**src/rtl/hba_reg_file.sv**
```systemverilog
// hba_reg_file: HBA bus slave with NUM_REGS RW/RO registers and per-register write strobes.
// Define HBA_REG_FILE_IRQ_EN to enable change-detect interrupts on read-only inputs.
module hba_reg_file #(
   parameter int DBUS_WIDTH = 8,
   parameter int PERIPH_ADDR_WIDTH = 4,
   parameter int REG_ADDR_WIDTH = 8,
   parameter int ADDR_WIDTH = PERIPH_ADDR_WIDTH + REG_ADDR_WIDTH,
   parameter logic [PERIPH_ADDR_WIDTH-1:0] PERIPH_ADDR = '0,
   parameter int NUM_REGS = 8,
   parameter logic [NUM_REGS-1:0] RO_MASK = 8'hC0
) (
   input  logic                           hba_clk,
   input  logic                           hba_reset_n,
   input  logic                           hba_rnw,
   input  logic                           hba_select,
   input  logic [ADDR_WIDTH-1:0]          hba_abus,
   input  logic [DBUS_WIDTH-1:0]          hba_dbus,
   output logic [DBUS_WIDTH-1:0]          regfile_dbus,
   output logic                           regfile_xferack,
   output logic                           regfile_interrupt,
   output logic [NUM_REGS*DBUS_WIDTH-1:0] regs_out,
   input  logic [NUM_REGS*DBUS_WIDTH-1:0] regs_in,
   output logic [NUM_REGS-1:0]            reg_wstb
);
   localparam logic [1:0] IDLE = 2'd0, READ = 2'd1, WRITE = 2'd2, WAIT = 2'd3;
   logic [1:0] state, next_state;
   logic addr_hit;
   logic [REG_ADDR_WIDTH-1:0] idx;
   logic [DBUS_WIDTH-1:0] rd_data;
   logic [NUM_REGS-1:0] wr_hit;
   assign idx = hba_abus[REG_ADDR_WIDTH-1:0];
   assign next_state = state == IDLE ? (addr_hit ? (hba_rnw ? READ : WRITE) : IDLE) :
                       (state == READ || state == WRITE) ? WAIT : IDLE;
   // Unmapped indices match no slot, so they read 0 and write nothing.
   always_comb begin
      rd_data = '0;
      wr_hit = '0;
      for (int i = 0; i < NUM_REGS; i++) begin
         if (idx == REG_ADDR_WIDTH'(i))
            rd_data = RO_MASK[i] ? regs_in[i*DBUS_WIDTH +: DBUS_WIDTH] : regs_out[i*DBUS_WIDTH +: DBUS_WIDTH];
         wr_hit[i] = state == WRITE && idx == REG_ADDR_WIDTH'(i) && !RO_MASK[i];
      end
   end
   always_ff @(posedge hba_clk or negedge hba_reset_n) begin
      if (!hba_reset_n) begin
         state <= IDLE;
         addr_hit <= 1'b0;
         regfile_xferack <= 1'b0;
         regfile_dbus <= '0;
         regs_out <= '0;
         reg_wstb <= '0;
      end else begin
         state <= next_state;
         addr_hit <= hba_select && !regfile_xferack &&
                     hba_abus[ADDR_WIDTH-1 -: PERIPH_ADDR_WIDTH] == PERIPH_ADDR;
         regfile_xferack <= state == READ || state == WRITE;
         regfile_dbus <= state == READ ? rd_data : '0;
         reg_wstb <= wr_hit;
         for (int i = 0; i < NUM_REGS; i++)
            if (wr_hit[i]) regs_out[i*DBUS_WIDTH +: DBUS_WIDTH] <= hba_dbus;
      end
   end
`ifdef HBA_REG_FILE_IRQ_EN
   logic [NUM_REGS*DBUS_WIDTH-1:0] hw_q;
   logic [NUM_REGS-1:0] pending, chg, rd_clr;
   logic irq_q;
   always_comb begin
      chg = '0;
      rd_clr = '0;
      for (int i = 0; i < NUM_REGS; i++) begin
         chg[i] = RO_MASK[i] && regs_in[i*DBUS_WIDTH +: DBUS_WIDTH] != hw_q[i*DBUS_WIDTH +: DBUS_WIDTH];
         rd_clr[i] = state == READ && idx == REG_ADDR_WIDTH'(i);
      end
   end
   // A change arriving in the clearing read cycle keeps the request alive.
   always_ff @(posedge hba_clk or negedge hba_reset_n) begin
      if (!hba_reset_n) begin
         hw_q <= '0;
         pending <= '0;
         irq_q <= 1'b0;
      end else begin
         hw_q <= regs_in;
         pending <= chg | (pending & ~rd_clr);
         irq_q <= |pending;
      end
   end
   assign regfile_interrupt = irq_q;
`else
   assign regfile_interrupt = 1'b0;
`endif
endmodule
```
**config.mk**
```make
export PLATFORM = sky130hd
export DESIGN_NAME = hba_reg_file
export DESIGN_NICKNAME = d
export VERILOG_FILES = /design/src/rtl/hba_reg_file.sv
export SDC_FILE = /design/constraint.sdc
export NUM_CORES = 1
export LEC_CHECK = 0
export CORE_MARGIN = 3
export CORE_UTILIZATION = 40
export DETAILED_ROUTE_END_ITERATION = 6
export PLACE_DENSITY = 0.92
export RECOVER_POWER = 100
export SETUP_SLACK_MARGIN = 0.02
export SYNTH_ARGS = -nofsm -noshare
export SYNTH_HDL_FRONTEND = slang
export SYNTH_SLANG_ARGS = --single-unit
```
**constraint.sdc**
```tcl
create_clock -name hba_clk -period 2.4 [get_ports hba_clk]
set_clock_uncertainty 0.15 [all_clocks]
set_input_delay 0.48 -clock hba_clk [delete_from_list [all_inputs] [get_ports hba_clk]]
set_output_delay 0.48 -clock hba_clk [all_outputs]
set_load 0.05 [all_outputs]
```
==> results of run 1 <==
[report_power, final]
part | switching, mW | leakage [nW] | internal [mW] | total (mW)
combinational | 0.173 | 1.32 | 0.104 | 0.277
clock | 0.453 | 0.112 | 0.615 | 1.07
sequential | 0.00234 | 0.922 | 1.11 | 1.12
total | 0.629 | 2.36 | 1.83 | 2.46
[what timing repair did]
action,CTS,global route
setup endpoints to repair,32,16
resized for setup,26,0
hold endpoints to repair,0,0
buffers inserted,1,0
gates cloned,0,0
pin swaps,3,1
[logic make-up (layout without fill, tap and decap cells)]
kind of cell	count (synthesis)	after routing
other	1	19
muxes	61	61
adders and majority gates	3	3
AOI/OAI and AO/OA	40	40
and+or+nand+nor	49	49
buffers and inverters	37	147
DFF	66	66
[through the flow]
| stage | hold slack [ns] | setup TNS (ns) | utilization |
|---|---|---|---|
| CTS | 0.003374 | 0 | 0.6091 |
| finish | 0.3620 | 0 | 0.6042 |
| floorplan | 0.03441 | -6.979 | - |
| detailed placement | 0.3513 | -23.77 | 0.5728 |
| global route | 0.3973 | -0.002857 | 0.6042 |
| global placement | 0.3240 | -22.06 | 0.5728 |
[Yosys cell counts]
| cell type | count |
|---|---|
| buf_2 | 1 |
| o21ai_0 | 4 |
| a211oi_1 | 9 |
| nand3_1 | 2 |
| nor2b_1 | 6 |
| clkbuf_2 | 1 |
| nand3b_1 | 1 |
| buf_4 | 20 |
| buf_1 | 2 |
| nand2b_1 | 8 |
| nor3_1 | 3 |
| nor2_1 | 7 |
| ha_1 | 3 |
| a21oi_1 | 12 |
| mux2i_1 | 4 |
| a31o_2 | 4 |
| mux2_2 | 51 |
| nor3b_1 | 2 |
| clkbuf_1 | 9 |
| a221oi_1 | 4 |
| nor2_2 | 1 |
| mux4_2 | 6 |
| nand2_1 | 13 |
| inv_1 | 4 |
| o21bai_1 | 1 |
| dfrtp_1 | 66 |
| conb_1 | 1 |
| o22ai_1 | 6 |
| or4b_1 | 1 |
| nand4_1 | 1 |
| nor3_4 | 1 |
| or4_4 | 1 |
| nor3b_4 | 1 |
| or4b_2 | 1 |
[sequential cells by signal, indices dropped and copies added, names as in the netlist]
name             flops
regs_out            48
regfile_dbus         8
reg_wstb             6
state                2
addr_hit             1
regfile_xferack      1
[routing by layer]
layer / global-route usage / up-vias / part of all wire
met2: 0.3439 / 142 / 0.49
li1: - / 1136 / -
met4: 0.09005 / 0 / 0.028
met3: 0.05841 / 23 / 0.083
met5: 0 / - / 0
met1: 0.2633 / 1324 / 0.40
[cell type report]
type / count / area, um2
Tap cell: 102 / 127.6
Sequential cell: 66 / 1652
Multi-Input combinational cell: 172 / 1463
Fill cell: 625 / 3074
Clock buffer: 10 / 137.6
Inverter: 4 / 15.01
Clock inverter: 6 / 90.09
Timing Repair Buffer: 127 / 1209
[worst min path at each step]
stage	slack [ns]	to	from	cells after the start
finish	0.36	state[0]$_DFF_PN0_	addr_hit$_DFF_PN0_	2
CTS	0.003	regs_out[0]$_DFFE_PN0P_	hba_reset_n	2
global route	0.40	state[0]$_DFF_PN0_	addr_hit$_DFF_PN0_	2
detailed placement	0.35	state[0]$_DFF_PN0_	addr_hit$_DFF_PN0_	2
floorplan	0.03	addr_hit$_DFF_PN0_	hba_reset_n	0
global placement	0.32	state[0]$_DFF_PN0_	addr_hit$_DFF_PN0_	2
[cells in the final DEF (no fill, tap or decap), types with 7 or more instances in the layout]
cell type and instances:
a211oi_1 9, dlygate4sd3_1 65, dfrtp_1 66, nor2_1 7
conb_1 19, nand2b_1 8, nand2_1 13, mux2_4 10
clkdlybuf4s50_1 31, buf_4 13, a21oi_1 12, clkbuf_8 10
mux2_2 38
[critical path: stages]
cell	delay, ns
buf_6	0.09
or4_4	0.53
or4b_4	0.50
buf_8	0.16
nor3b_4	0.23
buf_6	0.17
mux2_4	0.30
==> results.md, run 1 <==
- Status: finished, violations left
- Violated checks: capacitance limit, slew limit
- Post-synthesis mux area share: 0.2334
- DP HPWL: 6.545 mm
- Placed Cells: between 400 and 500
- Worst setup EP type: flip-flop
- Clk_lat worst skew: 0.34 ns
- 1st-iter DRT viols: about 150
- Crit path to: regs_out[10]$_DFFE_PN0P_
- Syn Inst Count: between 200 and 300
- Place WS: -0.7253 ns
- Full die area: 9137 um2
- Synth Register Bits: 66
- Layout cell share with drive strength beyond 1: 0.2805
- Number of global-route vias before repair: 2,744
- P&R area growth vs syn: 46.18%
- Pin count of the biggest net entering global routing: between 60 and 70
- Via density per instance: between 5 and 6
- DR vias: ~2,600
- Clk sink count: 66
- Final worst path period need: roughly 2.4 ns
- Leak Pwr: 2.358 nW
- Area share of the largest cell type after synthesis: 0.5144
- H-tree levels: 3
- Pwr Total: 2.462 mW
- Gp weighted congestion: roughly 0.79
- Worst setup margin: between 0.02 and 0.025 ns
- YS warnings: 0
- Post-route DRC violation count: 0
- Rel. slew slack: -0.05458
- Synth Area in Adders: 0.01169
- Critical path class: input port to flip-flop
- RR Endpoint: regs_out[10]$_DFFE_PN0P_
- Final Hold Viols: 0
- Total CTS buffers: 9
- RSZ-0062 raised after global routing: yes
- Total Nets Final: 471
- Final period utilization: 0.9901
- CTS tree: built
- GRT Total Usage: 0.2113
- Remaining Overflow, GRT: 0
- Global-route wire length before repair: 14.46 mm
- Site Rows: 32
- Detailed Route WL: between 9 and 10 mm
- ANT cells: 0
- Placed cell areas: 4449 um2
- Core Footprint: just under 8000 um2
- Post-Synth XOR/XNOR Area: 0
- Synth Area in Simple Gates: 0.09002
- Critical Path RT: 2.47 ns
- TritonRoute pass-1 iters: 4
- Largest family of logic cells by synthesized area: multiplexers
- IO Pins: 170
- Synth cell types: 34
- R2r setup slk: 0.16 ns
- Worst hold path class: flip-flop to flip-flop
- CP arrival: between 2 and 2.5 ns
- Detail Route Antenna Nets: 0
- Max Cap Violations: 1
- CP Launch Type: input port
- Slew of the pin with the lowest slew margin: about 1.6 ns
- Max Fanout on Critical Path: 5
- Clock root buffer master: clkbuf_8
- Pwr per Cell Area: ~520 nW/um2
- Post-Layout Cell Count: between 400 and 500
- Critical path origin: hba_abus[6]
- Reg2reg start: state[0]$_DFF_PN0_
- Die Y: between 90 and 100 um
- Chip width: ~96 um
- Final Cell Area: 4693 um2
- Largest area contributor in the netlist: dfrtp_1
- Top cells by area, synth: dfrtp_1, mux2_2, buf_4
- Synth Area in Compound Gates: 0.08184
- Maximum vdd drop: roughly 360 uV
- Cts hold-fix bufs: 0
- Initial antenna violation count: 0
- Starting Density: 0.4133
- Syn avg cell area: between 10 and 15 um2
- Clock-pin slew on the worst setup and hold paths: around 0.070 ns
- CTS Buffer Depth: 2
- Mapped Area: about 3200 um2
- Register area share after synthesis: 0.5144
- Routed length per instance: roughly 19 um
- I/O Buffers: between 100 and 150
- Finish-stage setup viols: 0
- Max Slew Vio Count: between 60 and 70
- Reg2Reg Depth: 7
- Max Fclk: 420.8 MHz
(Power assumes the default switching activity.)
==> inputs of run 2 (changes only) <==
CORE_MARGIN = 1   (was 3)
==> run 2 against run 1 <==
Against the previous run:
- the flow now finishes without violations
- utilization is essentially flat
- total power shrank 4.4%
- first-iteration DRC count grew 50%
- fmax grew 0.10%
==> results.md, run 2 (synthesized netlist as in run 1, its figures left out) <==
- Met3 usage: 0.05863 (+0.0002208)
- ANT cells: 0 (unchanged)
- Total Nets Final: 472 (+0.21%)
- Placed cell areas: 4424 um2 (-0.56%)
- P&R area growth vs syn: 45.40%
- Status: finished, final reports clean
- Gp weighted congestion: 0.8581 (+8.9%)
- Via density per instance: 5.238 (-2.8%)
- Detailed Route WL: 8.683 mm (-5.0%)
- Gate power share: 0.117 (+0.005)
- Slew of the pin with the lowest slew margin: 0.9076 ns (-0.6743 ns)
- Internal power: 1.703 mW (-7.1%)
- Clock-pin slew on the worst setup and hold paths: 0.08 ns (about the same)
- Global Route met2 Usage: 0.3427 (-0.001217)
- Maximum vdd drop: 353.6 uV (-1.7%)
- GR peak layer: met2
- H-tree levels: 3 (unchanged)
- Worst setup EP type: flip-flop
- Most frequent cells in the layout: clkdlybuf4s50_1, dfrtp_1, mux2_2
- Sequential share of power: 0.475 (+0.021)
- CTS Buffer Depth: 2 (unchanged)
- Sw Ratio: 0.2762 (+0.02071)
- TritonRoute pass-1 iters: 4 (unchanged)
- Clk_lat worst skew: 0.35 ns (about the same)
- Max Cap Violations: 0 (-1)
- Detail Route Antenna Nets: 0 (unchanged)
- DR vias: 2,556 (-2.6%)
- Biggest register: regs_out
- Total CTS buffers: 9 (unchanged)
- 1st-iter DRT viols: 219 (+50%)
- Flip-flop count of the largest register after layout: 48 (unchanged)
- Number of global-route vias before repair: 2,630 (-4.2%)
- RSZ-0062 raised after global routing: yes
- Post-route DRC violation count: 0 (unchanged)
- Biggest regs: regs_out: 48 flops, regfile_dbus: 8 flops, reg_wstb: 6 flops
- Max Fclk: 421.3 MHz (+0.10%)
- Final Hold Viols: 0 (unchanged)
- Pin count of the biggest net entering global routing: 67 (unchanged)
- Clock root buffer master: clkbuf_8
- Clk sink count: 66 (unchanged)
- CTS tree: built
- Critical Path RT: 2.48 ns (about the same)
- Initial antenna violation count: 0 (unchanged)
- Critical path class: input port to flip-flop
- Remaining Overflow, GRT: 0 (unchanged)
- Max Slew Vio Count: 0 (-100%)
- CP Launch Type: input port
- Pwr Total: 2.353 mW (-4.4%)
- Clk pwr share: 0.409 (-0.025)
- Leak Pwr: 2.136 nW (-9.4%)
- Final Cell Area: 4668 um2 (-0.53%)
- Post-Layout Cell Count: 488 (+0.21%)
- Global-route wire length before repair: 14.03 mm (-3.0%)
- Met1 GRT Util: 0.2885 (+0.02520)
- Site Rows: 32 (unchanged)
- Full die area: 8389 um2 (-8.2%)
- Starting Density: 0.4155 (+0.002142)
- DP HPWL: 6.041 mm (-7.7%)
- Die Y: 91.59 um (-4.2%)
- Routed length per instance: 17.79 um (-5.2%)
- Rel. slew slack: 0.3949 (+0.4495)
- Pwr per Cell Area: 504.0 nW/um2 (-3.9%)
- I/O Buffers: 102 (unchanged)
- Core Footprint: 7727 um2 (-0.52%)
- Net Switching: 0.6499 mW (+3.3%)
- GRT Total Usage: 0.2203 (+0.008946)
- Finish-stage setup viols: 0 (unchanged)
- Commonest non-fill, non-tap cell in the layout: clkdlybuf4s50_1
- CP arrival: 2.45 ns (about the same)
- Final worst path period need: 2.374 ns (-0.002389 ns)
- Chip width: 91.59 um (-4.2%)
- Placed Cells: 469 (-0.21%)
- Max Fanout on Critical Path: 4 (-1)
- Layout cell share with drive strength beyond 1: 0.2876 (+0.007045)
- IO Pins: 170 (unchanged)
- Final period utilization: 0.9891 (-0.0009956)
- Worst hold path class: flip-flop to flip-flop
==> run 2: worst max-delay path, stage by stage <==
cell     delay (ns)
buf_6          0.09
or4_4          0.53
or4b_4         0.51
buf_6          0.15
nor3b_4        0.22
buf_6          0.17
mux2_4         0.31
==> run 2: final cells by class <==
type | count | area (um2)
Clock buffer | 9 | 123.9
Clock inverter | 7 | 78.83
Fill cell | 598 | 3059
Inverter | 4 | 15.01
Multi-Input combinational cell | 172 | 1455
Sequential cell | 66 | 1652
Tap cell | 102 | 127.6
Timing Repair Buffer | 128 | 1216
==> run 2: power by group through the flow <==
| stage | sequential, mW | combinational, mW | clock (mW) |
|---|---|---|---|
| floorplan | 1.15 | 0.164 | 0 |
| global placement | 1.14 | 0.269 | 0 |
| detailed placement | 1.14 | 0.275 | 0 |
| CTS | 1.12 | 0.276 | 0.974 |
| global route | 1.12 | 0.294 | 1.02 |
| finish | 1.12 | 0.274 | 0.962 |
==> run 2: worst paths after layout <==
path	endpoint	slack, ns	cells past startpoint	from
setup reg to reg	regs_out[34]$_DFFE_PN0P_	0.14	7	state[0]$_DFF_PN0_
max in group asynchronous	regs_out[22]$_DFFE_PN0P_	0.76	3	hba_reset_n
setup / recovery	regs_out[34]$_DFFE_PN0P_	0.03	7	hba_abus[6]
hold reg to reg	state[0]$_DFF_PN0_	0.37	2	addr_hit$_DFF_PN0_
hold / removal	state[0]$_DFF_PN0_	0.37	2	addr_hit$_DFF_PN0_
min in group asynchronous	regfile_xferack$_DFF_PN0_	0.73	3	hba_reset_n
==> run 2: metrics by stage <==
stage | setup TNS (ns) | hold WS (ns) | utilization | setup slack [ns]
finish | 0 | 0.3734 | 0.6041 | 0.02616
global route | -0.2810 | 0.4082 | 0.6041 | -0.03035
CTS | 0 | 0.3791 | 0.6054 | 0.02327
detailed placement | -23.53 | 0.3609 | 0.5725 | -0.7006
global placement | -21.66 | 0.3213 | 0.5725 | -0.6527
floorplan | -6.979 | 0.03441 | - | -0.2387
==> run 2: timing repair <==
action / 4_1_cts / 5_1_grt
hold buffers: 1 / 0
gates resized for setup: 21 / 3
pin swaps: 3 / 1
setup buffers: 1 / 1
hold endpoints to repair: 11 / 0
setup endpoints to repair: 32 / 22
==> run 2: routing by layer <==
metal | vias to the layer above | routed length, um
li1 | 1137 | -
met1 | 1270 | 3749
met2 | 127 | 4132
met3 | 22 | 558
met4 | 0 | 244
met5 | - | 0
==> inputs of run 3 (changes only) <==
--- a/constraint.sdc
+++ b/constraint.sdc
@@ -3,3 +3,3 @@
 set_input_delay 0.48 -clock hba_clk [delete_from_list [all_inputs] [get_ports hba_clk]]
 set_output_delay 0.48 -clock hba_clk [all_outputs]
-set_load 0.05 [all_outputs]
+set_load 0.02 [all_outputs]
==> run 3 against run 2 <==
Against the previous run:
- die area did not move
- sequential power barely moved
- global-route usage did not move
- utilization did not move
- sequential share of layout area did not move
- final cell count did not move
- flip-flop and latch count did not move
- cell area did not move
- critical endpoint unchanged
==> results.md, run 3 (synthesized netlist as in run 1, its figures left out) <==
- Biggest regs: regs_out: 48 flops, regfile_dbus: 8 flops, reg_wstb: 6 flops
- Most frequent cells in the layout: dfrtp_1, dlygate4sd3_1, mux2_2
- Place WS: -0.7006 ns (unchanged)
- Global-route wire length before repair: 14.03 mm (unchanged)
- TritonRoute pass-1 iters: 4 (unchanged)
- Clock-pin slew on the worst setup and hold paths: 0.08 ns (about the same)
- Total CTS buffers: 9 (unchanged)
- Core Footprint: 7727 um2 (unchanged)
- Worst setup margin: 0.03113 ns (+0.004973 ns)
- Worst hold path class: flip-flop to flip-flop
- GRT Total Usage: 0.2203 (unchanged)
- Flip-flop count of the largest register after layout: 48 (unchanged)
- Final Cell Area: 4668 um2 (unchanged)
- Post-route DRC violation count: 0 (unchanged)
- Leak Pwr: 2.333 nW (+9.2%)
- Layout cell share with drive strength beyond 1: 0.2876 (unchanged)
- Chip width: 91.59 um (unchanged)
- Pwr per Cell Area: 494.6 nW/um2 (-1.9%)
- Max Cap Violations: 0 (unchanged)
- Initial antenna violation count: 0 (unchanged)
- Via density per instance: 5.250 (+0.23%)
- Starting Density: 0.4155 (unchanged)
- Finish-stage setup viols: 0 (unchanged)
- Placed cell areas: 4424 um2 (unchanged)
- Pwr Total: 2.309 mW (-1.9%)
- Worst setup EP type: flip-flop
- Status: finished, final reports clean
- Clk sink count: 66 (unchanged)
- Rel. slew slack: 0.3958 (+0.0008690)
- H-tree levels: 3 (unchanged)
- DR vias: 2,562 (+0.23%)
- Max Fanout on Critical Path: 4 (unchanged)
- Max Fclk: 422.1 MHz (+0.21%)
- CTS tree: built
- Pin count of the biggest net entering global routing: 67 (unchanged)
- IO Pins: 170 (unchanged)
- Site Rows: 32 (unchanged)
- Critical Path RT: 2.48 ns (about the same)
- Detail Route Antenna Nets: 0 (unchanged)
- 1st-iter DRT viols: 212 (-3.2%)
- Clock root buffer master: clkbuf_8
- Remaining Overflow, GRT: 0 (unchanged)
- Clk_lat worst skew: 0.35 ns (about the same)
- Critical path class: input port to flip-flop
- P&R area growth vs syn: 45.40% (unchanged)
- Final period utilization: 0.9870 (-0.002072)
- CP arrival: 2.45 ns (about the same)
- Die Y: 91.59 um (unchanged)
- DP HPWL: 6.041 mm (unchanged)
- Final Hold Viols: 0 (unchanged)
- Detailed Route WL: 8.672 mm (-0.13%)
- Routed length per instance: 17.77 um (-0.13%)
- Max Slew Vio Count: 0 (unchanged)
- Slew of the pin with the lowest slew margin: 0.9063 ns (-0.001304 ns)
- Post-Layout Cell Count: 488 (unchanged)
- Maximum vdd drop: 356.3 uV (+0.77%)
- I/O Buffers: 102 (unchanged)
- Final worst path period need: 2.369 ns (-0.004973 ns)
- Full die area: 8389 um2 (unchanged)
- ANT cells: 0 (unchanged)
- Placed Cells: 469 (unchanged)
- Total Nets Final: 472 (unchanged)
- Number of global-route vias before repair: 2,630 (unchanged)
- RSZ-0062 raised after global routing: yes
- Gp weighted congestion: 0.8581 (unchanged)
- CP Launch Type: input port
- CTS Buffer Depth: 2 (unchanged)
- Biggest register: regs_out
[run 3: cell count changes in the layout (fill, tap and decap cells not counted), sizes merged]
cell	before	now
clkdlybuf4s50	86	31
dlygate4sd3	11	66
[run 3: final timing paths]
| path | depth (start not counted) | start | to | slack (ns) |
|---|---|---|---|---|
| worst min register to register | 2 | addr_hit$_DFF_PN0_ | state[0]$_DFF_PN0_ | 0.37 |
| worst min-delay path | 2 | addr_hit$_DFF_PN0_ | state[0]$_DFF_PN0_ | 0.37 |
| worst max-delay path | 7 | hba_abus[6] | regs_out[34]$_DFFE_PN0P_ | 0.03 |
| max in group asynchronous | 3 | hba_reset_n | regs_out[10]$_DFFE_PN0P_ | 0.76 |
| worst max register to register | 7 | state[0]$_DFF_PN0_ | regs_out[34]$_DFFE_PN0P_ | 0.14 |
| min in group asynchronous | 3 | hba_reset_n | regfile_xferack$_DFF_PN0_ | 0.72 |
[run 3: layer usage]
metal	wire length [um]	GRT usage	share of wire
met1	3648	0.2885	0.42
met2	4169	0.3427	0.48
met5	0	0	0
met3	617	0.05863	0.071
met4	236	0.09656	0.027
[run 3: final cells by class]
| type | count | area (um2) |
|---|---|---|
| sequential | 66 | 1652 |
| timing repair buffer | 128 | 1216 |
| clock inverter | 7 | 78.83 |
| multi-input combinational | 172 | 1455 |
| inverter | 4 | 15.01 |
| tap | 102 | 127.6 |
| fill | 598 | 3059 |
| clock buffer | 9 | 123.9 |
[run 3: what timing repair did]
| action | 4_1_cts | 5_1_grt |
|---|---|---|
| gates cloned | 0 | 0 |
| pin swaps | 3 | 1 |
| endpoints found under the setup margin | 32 | 22 |
| hold buffers | 1 | 0 |
| hold endpoints to repair | 11 | 0 |
| gates resized for setup | 21 | 3 |
| setup buffers | 1 | 1 |
[run 3: power by group]
group | switching, mW | internal [mW] | total (mW)
Clock | 0.477 | 0.486 | 0.963
Sequential | 0.00236 | 1.11 | 1.12
Combinational | 0.127 | 0.102 | 0.229
[run 3: through the flow]
step                        util  TNS [ns]  hold slack, ns
after floorplan                -    -6.979         0.03441
after global placement    0.5725    -21.66          0.3213
after detailed placement  0.5725    -23.53          0.3609
after CTS                 0.6054         0          0.3791
final                     0.6041         0          0.3734
after global routing      0.6041   -0.2810          0.4054
[run 3: worst max-delay path: stages]
cell	delay [ns]
buf_6	0.09
or4_4	0.53
or4b_4	0.51
buf_6	0.15
nor3b_4	0.22
buf_6	0.16
mux2_4	0.31
